`src/rtl/mac_pkg.sv`:
```
// Shared definitions for the shift_mac_l1 read side: FSM states, default MAC
// width and the rounded-shift/saturate helper used by every descaling layer.
package mac_pkg;

    localparam int MAC_W = 16;

    typedef enum logic [1:0] {
        IDLE = 2'd0,
        WARM = 2'd1,
        RUN  = 2'd2
    } state_t;

    // Rounded arithmetic right shift (ties toward +inf) followed by a clamp to
    // a signed out_w range. The 32-bit working width keeps the rounding add
    // from wrapping for any MAC width up to 31 bits.
    function automatic logic signed [31:0] descale_sat(input logic signed [31:0] value,
                                                       input int                 shift,
                                                       input int                 out_w);
        logic signed [31:0] t;
        logic signed [31:0] hi;
        logic signed [31:0] lo;
        t = value;
        if (shift > 0) begin
            t = value + (32'sd1 <<< (shift - 1));
        end
        t  = t >>> shift;
        hi = (32'sd1 <<< (out_w - 1)) - 32'sd1;
        lo = -(32'sd1 <<< (out_w - 1));
        if (t > hi) begin
            t = hi;
        end else if (t < lo) begin
            t = lo;
        end
        return t;
    endfunction

endpackage

```
`src/rtl/mac_result_reader_if.sv`:
```
// Stream bundle between the MAC, the result reader and its downstream consumer.
interface mac_result_reader_if #(
    parameter int IN_W  = mac_pkg::MAC_W,
    parameter int OUT_W = 8
);
    // mac_valid has no backpressure: a sample is taken whenever it is high.
    // out side: a word moves only on a cycle where out_valid && out_ready;
    // out_data is stable while out_valid is high and not yet accepted.
    logic signed [IN_W-1:0]  mac_data;
    logic                    mac_valid;
    logic signed [OUT_W-1:0] out_data;
    logic                    out_valid;
    logic                    out_ready;

    modport slave (
        input  mac_data,
        input  mac_valid,
        input  out_ready,
        output out_data,
        output out_valid
    );

    modport master (
        output mac_data,
        output mac_valid,
        output out_ready,
        input  out_data,
        input  out_valid
    );

endinterface

```
`src/rtl/sync_fifo.sv`:
```
// Show-ahead FIFO with a registered head word; empty reflects the head register.
module sync_fifo #(
    parameter int DEPTH = 8,
    parameter int WIDTH = 8
) (
    input  logic                     clk,
    input  logic                     rst_n,
    input  logic                     clr,
    input  logic                     push,
    input  logic [WIDTH-1:0]         wdata,
    input  logic                     pop,
    output logic [WIDTH-1:0]         rdata,
    output logic                     empty,
    output logic                     full,
    output logic [$clog2(DEPTH):0]   level
);

    localparam int AW = $clog2(DEPTH);

    logic [WIDTH-1:0] mem [DEPTH];
    logic [AW-1:0]    wr_ptr;
    logic [AW-1:0]    rd_ptr;
    logic [AW:0]      count;
    logic             head_valid;
    logic             do_pop;
    logic             do_push;
    logic [AW:0]      remain;
    logic [AW-1:0]    rd_next;

    assign full    = (count == (AW + 1)'(DEPTH));
    assign empty   = !head_valid;
    assign level   = count;
    assign do_pop  = pop && head_valid;
    assign do_push = push && (!full || do_pop);
    assign remain  = count - (AW + 1)'(do_pop);
    assign rd_next = rd_ptr + AW'(do_pop);

    always_ff @(posedge clk) begin
        if (do_push && !clr) begin
            mem[wr_ptr] <= wdata;
        end
    end

    // The head register is refreshed from words already in memory, so a word
    // pushed into an empty FIFO shows up one cycle after it is written.
    always_ff @(posedge clk or negedge rst_n) begin
        if (!rst_n) begin
            wr_ptr     <= '0;
            rd_ptr     <= '0;
            count      <= '0;
            head_valid <= 1'b0;
            rdata      <= '0;
        end else if (clr) begin
            wr_ptr     <= '0;
            rd_ptr     <= '0;
            count      <= '0;
            head_valid <= 1'b0;
        end else begin
            if (do_push) begin
                wr_ptr <= wr_ptr + AW'(1);
            end
            rd_ptr     <= rd_next;
            count      <= remain + (AW + 1)'(do_push);
            head_valid <= (remain != '0);
            if (remain != '0) begin
                rdata <= mem[rd_next];
            end
        end
    end

endmodule

```
`src/rtl/mac_result_reader.sv`:
```
// Captures the MAC result stream after warm-up, descales/saturates each sample
// and queues it for a valid/ready consumer.
module mac_result_reader
    import mac_pkg::*;
#(
    parameter int IN_W   = 16,
    parameter int OUT_W  = 8,
    parameter int SHIFT  = 2,
    parameter int WARMUP = 3,
    parameter int DEPTH  = 8
) (
    input  logic                   clk,
    input  logic                   rst_n,
    input  logic                   start,
    input  logic                   stop,
    input  logic                   clr,
    mac_result_reader_if.slave     bus,
    output logic [$clog2(DEPTH):0] level,
    output logic                   overflow,
    output logic                   busy,
    output state_t                 dbg_state
);

    localparam int CW = (WARMUP > 1) ? $clog2(WARMUP + 1) : 1;

    state_t                  state_q;
    state_t                  state_d;
    logic [CW-1:0]           warm_q;
    logic [CW-1:0]           warm_d;
    logic                    capture;
    logic                    ds_valid;
    logic signed [OUT_W-1:0] ds_data;
    logic                    fifo_empty;
    logic                    fifo_full;
    logic                    fifo_pop;
    logic [OUT_W-1:0]        fifo_rdata;

    always_ff @(posedge clk or negedge rst_n) begin
        if (!rst_n) begin
            state_q <= IDLE;
            warm_q  <= '0;
        end else begin
            state_q <= state_d;
            warm_q  <= warm_d;
        end
    end

    always_comb begin
        state_d = state_q;
        warm_d  = warm_q;
        if (clr) begin
            state_d = IDLE;
            warm_d  = '0;
        end else begin
            case (state_q)
                IDLE: begin
                    if (start) begin
                        warm_d  = '0;
                        state_d = (WARMUP == 0) ? RUN : WARM;
                    end
                end
                WARM: begin
                    if (stop) begin
                        state_d = IDLE;
                    end else if (bus.mac_valid) begin
                        warm_d = warm_q + CW'(1);
                        if (int'(warm_q) == WARMUP - 1) begin
                            state_d = RUN;
                        end
                    end
                end
                RUN: begin
                    if (stop) begin
                        state_d = IDLE;
                    end
                end
                default: state_d = IDLE;
            endcase
        end
    end

    // A sample arriving with stop is still taken because capture looks at the
    // current state, not the next one.
    assign capture = (state_q == RUN) && bus.mac_valid && !clr;

    always_ff @(posedge clk or negedge rst_n) begin
        if (!rst_n) begin
            ds_valid <= 1'b0;
            ds_data  <= '0;
        end else begin
            ds_valid <= capture;
            if (capture) begin
                ds_data <= OUT_W'(descale_sat(32'(signed'(bus.mac_data)), SHIFT, OUT_W));
            end
        end
    end

    assign fifo_pop = !fifo_empty && bus.out_ready;

    sync_fifo #(
        .DEPTH (DEPTH),
        .WIDTH (OUT_W)
    ) u_fifo (
        .clk   (clk),
        .rst_n (rst_n),
        .clr   (clr),
        .push  (ds_valid),
        .wdata (ds_data),
        .pop   (fifo_pop),
        .rdata (fifo_rdata),
        .empty (fifo_empty),
        .full  (fifo_full),
        .level (level)
    );

    always_ff @(posedge clk or negedge rst_n) begin
        if (!rst_n) begin
            overflow <= 1'b0;
        end else if (clr) begin
            overflow <= 1'b0;
        end else if (ds_valid && fifo_full && !fifo_pop) begin
            overflow <= 1'b1;
        end
    end

    assign bus.out_data  = signed'(fifo_rdata);
    assign bus.out_valid = !fifo_empty;
    assign busy          = (state_q != IDLE);
    assign dbg_state     = state_q;

endmodule

```
`src/flat_wrapper.sv`:
```
// flat-port wrapper written by rule: the top's interface ports become plain ports
module mac_result_reader_flat import mac_pkg::*;
#(
    parameter int IN_W   = 16,
    parameter int OUT_W  = 8,
    parameter int SHIFT  = 2,
    parameter int WARMUP = 3,
    parameter int DEPTH  = 8
)
  (clk, rst_n, start, stop, clr, level, overflow, busy, dbg_state, bus_mac_data, bus_mac_valid, bus_out_ready, bus_out_data, bus_out_valid);
  mac_result_reader_if #(.IN_W(IN_W), .OUT_W(OUT_W)) bus_i ();
  input  logic clk;
  input  logic rst_n;
  input  logic start;
  input  logic stop;
  input  logic clr;
  output logic [$clog2(DEPTH):0] level;
  output logic overflow;
  output logic busy;
  output state_t dbg_state;
  input wire logic [$bits(bus_i.mac_data)-1:0] bus_mac_data;
  input wire logic [$bits(bus_i.mac_valid)-1:0] bus_mac_valid;
  input wire logic [$bits(bus_i.out_ready)-1:0] bus_out_ready;
  output wire logic [$bits(bus_i.out_data)-1:0] bus_out_data;
  output wire logic [$bits(bus_i.out_valid)-1:0] bus_out_valid;
  assign bus_i.mac_data = bus_mac_data;
  assign bus_i.mac_valid = bus_mac_valid;
  assign bus_i.out_ready = bus_out_ready;
  assign bus_out_data = bus_i.out_data;
  assign bus_out_valid = bus_i.out_valid;
  mac_result_reader #(.IN_W(IN_W), .OUT_W(OUT_W), .SHIFT(SHIFT), .WARMUP(WARMUP), .DEPTH(DEPTH)) u_core (.clk(clk), .rst_n(rst_n), .start(start), .stop(stop), .clr(clr), .bus(bus_i), .level(level), .overflow(overflow), .busy(busy), .dbg_state(dbg_state));
endmodule
```
`config.mk`:
```
export PLATFORM = sky130hd
export DESIGN_NAME = mac_result_reader_flat
export DESIGN_NICKNAME = d
export VERILOG_FILES = /design/src/rtl/mac_pkg.sv /design/src/rtl/mac_result_reader_if.sv /design/src/rtl/sync_fifo.sv /design/src/rtl/mac_result_reader.sv /design/src/flat_wrapper.sv
export SDC_FILE = /design/constraint.sdc
export NUM_CORES = 1
export LEC_CHECK = 0
export ABC_AREA = 0
export BUFFER_PORTS_ARGS = -buffer_cell sky130_fd_sc_hd__buf_2
export CORE_ASPECT_RATIO = 0.8
export CORE_MARGIN = 10
export CORE_UTILIZATION = 35
export DETAILED_ROUTE_END_ITERATION = 10
export PLACE_DENSITY_LB_ADDON = 0.25
export RECOVER_POWER = 100
export SLEW_MARGIN = 30
export SYNTH_ARGS = -nofsm -noshare
export SYNTH_HDL_FRONTEND = slang
export SYNTH_SLANG_ARGS = --single-unit
```
`constraint.sdc`:
```
create_clock -name clk -period 2.2 [get_ports clk]
set_input_delay 0.11 -clock clk [delete_from_list [all_inputs] [get_ports clk]]
set_output_delay 0.11 -clock clk [all_outputs]
set_load 0.1 [all_outputs]
```
; Word-level counts from Yosys, hierarchy flattened
; Memory sizes are Yosys's and may differ from the RTL's. A register that Yosys moved wholly into a read port is not among the register bits.
; Cells that the tools add are included.
[op_classes]
magnitude_cmp = 2
n_mux = 24
n_div = 0
mul = 0
shift = 0
eq_ne = 10
reduce_logical = 22
bitwise = 1
add_sub_neg = 6
[ops]
columns = op, count
row1 = two-way mux 32 bit, 1
row2 = > comparator 30 x 8 -> 1 bit (second input constant), 1
row3 = less-than comparator 30 x 8 -> 1 bit (second input constant), 1
row4 = two-way mux 2 bit, 10
row5 = adder 16 x 3 -> 17 bit (second input constant), 1
row6 = two-way mux 8 bit, 2
row7 = inequality test 3 bit (second input constant), 4
row8 = two-way mux 3 bit, 3
row9 = logical AND 1 bit, 8
row10 = AND reduction 4 bit, 2
row11 = case mux 2 bit (3 select lines), 1
row12 = nonzero test 2 bit, 3
row13 = two-way mux 1 bit, 5
row14 = adder 4 x 1 -> 4 bit, 1
row15 = == test 2 bit (second input constant), 2
row16 = == test 4 bit (second input constant), 1
row17 = zero test 1 bit, 4
row18 = two-way mux 4 bit, 1
row19 = inequality test 4 x 3 -> 1 bit (second input constant), 1
row20 = inequality test 4 bit (second input constant), 1
row21 = case mux 2 bit (2 select lines), 1
row22 = nonzero test 4 bit, 1
row23 = subtractor 4 x 1 -> 4 bit, 1
row24 = adder 3 x 1 -> 3 bit, 1
row25 = 8 further kinds, 8
[word_totals]
latchBits = 0
regBits = 25
n_memories = 1
ramBits = 64
rom_bits = 0
[mem_list]
columns = memory, depth, width, read_ports, rd_ports_with_merged_regs, wr, line
row1 = u_core.u_fifo.mem, 8, 8, 1, 1, 1, sync_fifo.sv:20  ; logic [WIDTH-1:0] mem [DEPTH];

; Depth between registers and ports, before layout
; Gate-level depths: netlist (run 1).
[depth]
word_depth = 7
depth_mapped = 10
mapped_depth_nobuf = 9

; Modules after synthesis
; From an unflattened synthesis (run 1), not the netlist that was laid out.
[hier_totals]
cells_unflattened = 335
hier_area_um2 = 4523.1
[by_module_without_submodules]
columns = mod, seq_area_each_um2, instances, cells_each, area_per_inst_um2
row1 = sync_fifo, 2397.3, 1, 218, 3445.8
row2 = mac_result_reader, 350.3, 1, 117, 1077.3

; Worst setup path before layout (run 1)
; OpenSTA, ideal clock, no wires.
[synth_path]
kind = flip-flop to flip-flop
from = register u_core.u_fifo.head_valid
to = register u_core.u_fifo.rdata[2] (read register of u_core.u_fifo.mem)
path_slack_ns = -0.513
setup_time_ns = 0.126
arrival_ns = 2.587
stages_incl_launch_ff = 10
required_ns = 2.074
synth_period_minus_slack_ns = 2.713
path_cell_list = dfrtp_1 > nand2_1 > inv_1 > ha_1 > ha_1 > clkbuf_1 > buf_1 > mux4_2 > mux2i_1 > a21oi_1
[synth_between]
elab_chain_cells = 5
elab_cells_between_ends = 6
[synth_lines]
columns = element, line
row1 = start: declaration, sync_fifo.sv:24  ; logic head_valid;
row2 = start signal: assignment, sync_fifo.sv:64  ; head_valid <= (remain != '0);
row3 = logical AND 1 bit, mac_result_reader.sv:98  ; assign fifo_pop = !fifo_empty && bus.out_ready;
row4 = logical AND 1 bit (*), sync_fifo.sv:33  ; assign do_pop = pop && head_valid;
row5 = subtractor 4 x 1 -> 4 bit, sync_fifo.sv:35  ; assign remain = count - (AW + 1)'(do_pop);
row6 = nonzero test 4 bit, sync_fifo.sv:65  ; if (remain != '0) begin
row7 = AND reduction 2 bit (no source line), -
row8 = end: declaration, sync_fifo.sv:12  ; output logic [WIDTH-1:0] rdata,
; Mark *: on every way between the ends. The rest lies on a longest branch, timed or not.
; A chain may end at the register's enable or synchronous reset.

; Worst setup path in the final report (run 1)
[layout_path]
from = register u_core.u_fifo.head_valid
to = register u_core.u_fifo.rdata[1] (read register of u_core.u_fifo.mem)
; Same word-level chain as after synthesis.

==> metrics.cfg, run 1 <==
[global_route]
antenna_found_initial=0
track_usage=0.103
grt_overflow=0
grt_max_degree=34
grt_pass1_wl_um=13900
grt_pass1_vias=2684

[placed_design]
dp_hpwl_um=5870
io_buffers=38
finalWeightedCongestion=0.875

[floorplanning]
initial_core_util=0.358
core_area_um2=12200
die_y_um=120
row_count=36
dieArea_um2=17400
io_pins=40
die_w_um=145

[sta]
min_period_over_period=0.923
skew_ps=8.48
fmax_mhz=493
slew_headroom=0.220
tightest_slew_ps=1170
setup_viol=0
slew_violations=0
holdWs_ps=110
final.min_clock_period_ps=2030
tns_ps=0
finalHoldViolCount=0

[worst_setup_path]
worstPathMaxFanout=17
critical-path-top-delay-family=flip-flops
cpMostUsedCell=ha_1
critPathBufInv=2
cp.required_ps=2460
cp.arrival_ps=2290
regToRegSetupSlack_ps=170
worstSetupStartpointType=flip-flop
end_kind=flip-flop
crit_type=reg2reg
max_stage_delay_ps=470
crit_chain=nand2_1 > inv_1 > ha_1 > ha_1 > xor2_1 > nor3_1 > a21oi_2 > buf_12 > nor2_1 > a21oi_1
worst_path_max_delay_cell=dfrtp_4

[drt]
routed_wl_um=8620
first_pass_iters=4
viasPerCell=4.88
post-route-drc-count=0
drtIter0Drc=108
detail-route-antenna-nets=0
wire_per_inst_um=15.8
vias=2652

[outcome]
outcome=finished clean

[synthesis]
synth_edf_count=64
ys_seq_area_frac=0.629
synth_top_area_cell=edfxtp_1
synth_area_leaders=edfxtp_1 44%, dfrtp_1 19%, mux4_2 8.3%, ha_1 2.6%, nor2_1 2.4%
ys_warn_count=0
ys.flop_type=edfxtp_1
synth.ff_latch_count=97
synth_area_um2=4370
syn_inst=311
avgSynthCellArea_um2=14.0
async_flop_share=0.340
ys_types=52
synth_top_area_share=0.440
synth_nets=343

[hold_path]
holdCritPathClass=in2reg

[cts]
cts_buffer_depth=2
cts_inserted_buffers=9
cts_tree=done
postCtsSetupBuffers=0
cts.htree.levels=3
cts_num_sinks=97
cts_root_buf=clkbuf_16
clk_latency_ps=340
clk_pin_slew_ps=70

[cells_and_area]
syn_to_final_growth_pct=20.8
nets=400
diodes=0
drive_above_1_share=0.268

[run]
cap_violations=0

[power]
total_power_mw=5.69
leakagePower_nw=1.87
ir_drop_mv=0.588
power.density_nw_per_um2=1080

[layer usage]
metal / GRT usage / share of wire / up-vias
met3: 0.0252 / 0.055 / 13
li1: - / - / 1284
met2: 0.154 / 0.45 / 69
met5: 0 / 0 / -
met4: 0.0454 / 0.016 / 0
met1: 0.139 / 0.48 / 1286
[state kept, by name (all words and copies together) (netlist names)]
signal,count
u_core.u_fifo.rd_ptr,3
u_core.warm_q,2
u_core.ds_data,8
u_core.u_fifo.wr_ptr,3
u_core.u_fifo.rdata,8
u_core.u_fifo.level,4
u_core.u_fifo.mem,64
u_core.overflow,1
u_core.dbg_state,2
u_core.ds_valid,1
u_core.u_fifo.head_valid,1
[synthesized netlist by cell type, types with 2 or more instances]
master    number
xnor2_1        8
nor2b_1        4
nand3b_1       2
nor2_1        28
nor4b_1        2
nand2_1       21
o21ai_2        6
clkbuf_1       3
a31o_1         2
edfxtp_1      64
nand4_2        2
a21oi_1       14
a31oi_1        3
o21ai_0        7
xor2_1         5
or3_1          2
dfrtp_1       33
nand3_2        2
nand2b_1       2
inv_1         17
nor3_1        11
nand3_1        7
mux2i_1        9
buf_2          3
and3_1         2
mux4_2        16
a21o_1         3
ha_1           9
[kinds of logic after synthesis]
family,Yosys count,synth area share
flops,97,0.629
simple gates,96,0.117
compound gates,46,0.0757
buf+inv,25,0.0232
mux,25,0.103
xor+xnor,13,0.0261
fa+ha+maj,9,0.0258
[cells in the final DEF (no fill, tap or decap), types with 4 or more instances in the layout]
master     count
clkbuf_1      14
dfrtp_1       28
nor2b_1        4
buf_4         11
mux2i_1        8
edfxtp_1      64
o21ai_0        8
xor2_1         4
inv_1         17
mux4_2        16
nand3_1        7
ha_1           8
nor2_1        28
a21oi_1       13
xnor2_1        8
nor3_1         9
o21ai_2        6
buf_2         24
nand2_1       21
clkbuf_16     10
[repair_timing]
| action | 4_1_cts | 5_1_grt |
|---|---|---|
| hold buffers | 1 | 0 |
| resized for setup | 0 | 3 |
| endpoints found under the setup margin | 0 | 2 |
| endpoints found under the hold margin | 33 | 0 |
[path summary, 6_finish.rpt]
path,from,end,cells past startpoint
worst max-delay path,u_core.u_fifo.head_valid$_DFF_PN0_,u_core.u_fifo.rdata[1]$_DFFE_PN0P_,10
worst min-delay path,stop,u_core.dbg_state[1]$_DFFE_PN0P_,3
min in group asynchronous,rst_n,u_core.u_fifo.level[0]$_DFF_PN0_,2
worst min register to register,u_core.warm_q[1]$_DFFE_PN0P_,u_core.warm_q[1]$_DFFE_PN0P_,2
worst max register to register,u_core.u_fifo.head_valid$_DFF_PN0_,u_core.u_fifo.rdata[1]$_DFFE_PN0P_,10
max in group asynchronous,rst_n,u_core.u_fifo.head_valid$_DFF_PN0_,2
[power by group]
group / total [mW] / switching, mW / internal (mW)
clock network: 1.75 / 0.643 / 1.11
logic: 1.78 / 1.29 / 0.491
registers: 2.15 / 0.0796 / 2.07
total: 5.69 / 2.01 / 3.67
[worst reg2reg max path, cell delays in order, from the launching register on]
cell     delay (ps)
dfrtp_4         470
nand2_1          90
inv_1            80
ha_1            210
ha_1            200
xor2_1          290
nor3_1          100
a21oi_2         210
buf_12          160
nor2_1           40
a21oi_1         100
[area by class of cell]
type / instances / area [um^2]
Clock buffer: 10 / 229
Clock inverter: 6 / 108
Sequential cell: 97 / 2760
Tap cell: 171 / 214
Inverter: 17 / 63.8
Fill cell: 1125 / 6930
Multi-Input combinational cell: 189 / 1550
Timing Repair Buffer: 54 / 352
[metrics by stage]
step / util / area (um^2) / cells / worst slack, ps
floorplan: - / 4420 / 311 / -16.3
global placement: 0.402 / 4910 / 526 / 132
detailed placement: 0.402 / 4910 / 526 / 130
CTS: 0.430 / 5250 / 543 / 109
global route: 0.432 / 5270 / 544 / -2.10
finish: 0.432 / 5270 / 544 / 170
No activity file was read; power rests on OpenSTA's default activity.
==> run 2, diff against run 1 <==
- MAX_ROUTING_LAYER: default -> met4
==> metrics.cfg, run 2 (synthesis gave the netlist of run 1 again) <==
[cells_and_area]
largest_register_ff_count=64  ; unchanged
reg_top3=u_core.u_fifo.mem x64, u_core.ds_data x8, u_core.u_fifo.rdata x8
syn_to_final_growth_pct=20.8  ; unchanged
drive_above_1_share=0.268  ; unchanged
final_common_cell=edfxtp_1
fin_area_um2=5270  ; unchanged
nets=400  ; unchanged
top_register=u_core.u_fifo.mem
fillCellCount=1125  ; unchanged
diodes=0  ; unchanged
final_cell_mix=64 x edfxtp_1, 28 x nor2_1, 28 x dfrtp_1, 24 x buf_2, 21 x nand2_1

[worst_setup_path]
max_stage_delay_ps=470  ; about the same
worstPathMaxFanout=17  ; unchanged
worst_path_max_delay_cell=dfrtp_4
cp.arrival_ps=2290  ; about the same
worstSetupStartpointType=flip-flop
crit_type=reg2reg
critical-path-top-delay-family=flip-flops
r2r_start=u_core.u_fifo.head_valid$_DFF_PN0_
end_kind=flip-flop
cpMostUsedCell=ha_1
cp-startpoint=u_core.u_fifo.head_valid$_DFF_PN0_
cp.required_ps=2460  ; about the same
critPathBufInv=2  ; unchanged
crit_chain=nand2_1 > inv_1 > ha_1 > ha_1 > xor2_1 > nor3_1 > a21oi_2 > buf_12 > nor2_1 > a21oi_1

[global_route]
use_met1=0.142  ; +0.00344
grt_max_degree=34  ; unchanged
antenna_found_initial=0  ; unchanged
busiest_layer=met2
grt_overflow=0  ; unchanged
grt_pass1_vias=2675  ; -0.34%
track_usage=0.106  ; +0.00327
use_met2=0.154  ; unchanged
grt_pass1_wl_um=13900  ; unchanged
use_met3=0.0244  ; -0.000788

[drt]
drtIter0Drc=121  ; +12%
routed_wl_um=8630  ; +0.12%
detail-route-antenna-nets=0  ; unchanged
first_pass_iters=4  ; unchanged
vias=2627  ; -0.94%
wire_per_inst_um=15.9  ; +0.12%
viasPerCell=4.83  ; -0.94%
post-route-drc-count=0  ; unchanged

[floorplanning]
io_pins=40  ; unchanged
dieArea_um2=17400  ; unchanged
core_area_um2=12200  ; unchanged
row_count=36  ; unchanged
initial_core_util=0.358  ; unchanged
die_w_um=145  ; unchanged
die_y_um=120  ; unchanged

[sta]
tightest_slew_ps=1170  ; +0.0000894 ps
fmax_mhz=493  ; about the same
tns_ps=0  ; unchanged
min_period_over_period=0.923  ; about the same
final.min_clock_period_ps=2030  ; +0.566 ps
skew_ps=8.15  ; -0.324 ps
slew_violations=0  ; unchanged
setup_viol=0  ; unchanged
finalHoldViolCount=0  ; unchanged
slew_headroom=0.220  ; unchanged

[cts]
cts_tree=done
clk_pin_slew_ps=70  ; about the same
cts_buffer_depth=2  ; unchanged
postCtsSetupBuffers=0  ; unchanged
clk_latency_ps=340  ; about the same
cts_root_buf=clkbuf_16
cts_inserted_buffers=9  ; unchanged
cts.htree.levels=3  ; unchanged
cts_num_sinks=97  ; unchanged

[hold_path]
holdCritPathClass=in2reg
worstHoldStart=stop

[power]
ir_drop_mv=0.589  ; about the same
leakagePower_nw=1.87  ; unchanged
power.density_nw_per_um2=1080  ; about the same

[run]
cap_violations=0  ; unchanged

[placed_design]
io_buffers=38  ; unchanged
finalWeightedCongestion=0.889  ; +1.6%
dp_hpwl_um=5870  ; unchanged
place_area_um2=4910  ; unchanged

[outcome]
outcome=finished clean

[run 2: final cells by class]
cell class / count / area, um^2 / area share
multi-input combinational: 189 / 1550 / 0.294
tap: 171 / 214 / 0.0406
timing repair buffer: 54 / 352 / 0.0667
inverter: 17 / 63.8 / 0.0121
clock buffer: 10 / 229 / 0.0434
clock inverter: 6 / 108 / 0.0204
sequential: 97 / 2760 / 0.523
[run 2: worst min-delay path, stage by stage]
cell and delay (ps):
buf_2 110, nor4b_1 50, a21o_1 140
[run 2: repair_timing]
| action | CTS | global route |
|---|---|---|
| hold buffers | 1 | 0 |
| setup endpoints to repair | 0 | 2 |
| endpoints found under the hold margin | 33 | 0 |
| gates resized for setup | 0 | 3 |
[run 2: final timing paths]
path	endpoint	slack, ps	cells after the start
worst min-delay path	u_core.dbg_state[1]$_DFFE_PN0P_	110	3
worst max register to register	u_core.u_fifo.rdata[1]$_DFFE_PN0P_	170	10
max in group asynchronous	u_core.u_fifo.head_valid$_DFF_PN0_	1170	2
worst min register to register	u_core.warm_q[1]$_DFFE_PN0P_	490	2
worst max-delay path	u_core.u_fifo.rdata[1]$_DFFE_PN0P_	170	10
min in group asynchronous	u_core.u_fifo.level[0]$_DFF_PN0_	410	2
[run 2: report_power, final]
| part | switching, mW | internal, mW | leakage, nW |
|---|---|---|---|
| Combinational | 1.29 | 0.491 | 0.796 |
| Clock | 0.642 | 1.11 | 0.162 |
| Sequential | 0.0796 | 2.07 | 0.912 |
| Total | 2.01 | 3.67 | 1.87 |
[run 2: layer usage]
metal / part of all wire / up-vias
li1: - / 1277
met5: 0 / -
met3: 0.049 / 8
met4: 0.011 / 0
met1: 0.49 / 1280
met2: 0.45 / 62
[run 2: metrics by stage]
step / util / hold slack [ps] / worst slack, ps / cells / total power [mW]
after floorplan: - / -186 / -16.3 / 311 / 3.59
after global placement: 0.402 / 223 / 132 / 526 / 3.94
after detailed placement: 0.402 / 234 / 130 / 526 / 3.95
after CTS: 0.430 / 103 / 109 / 543 / 5.70
after global routing: 0.432 / 115 / -2.22 / 544 / 5.95
final: 0.432 / 112 / 170 / 544 / 5.69
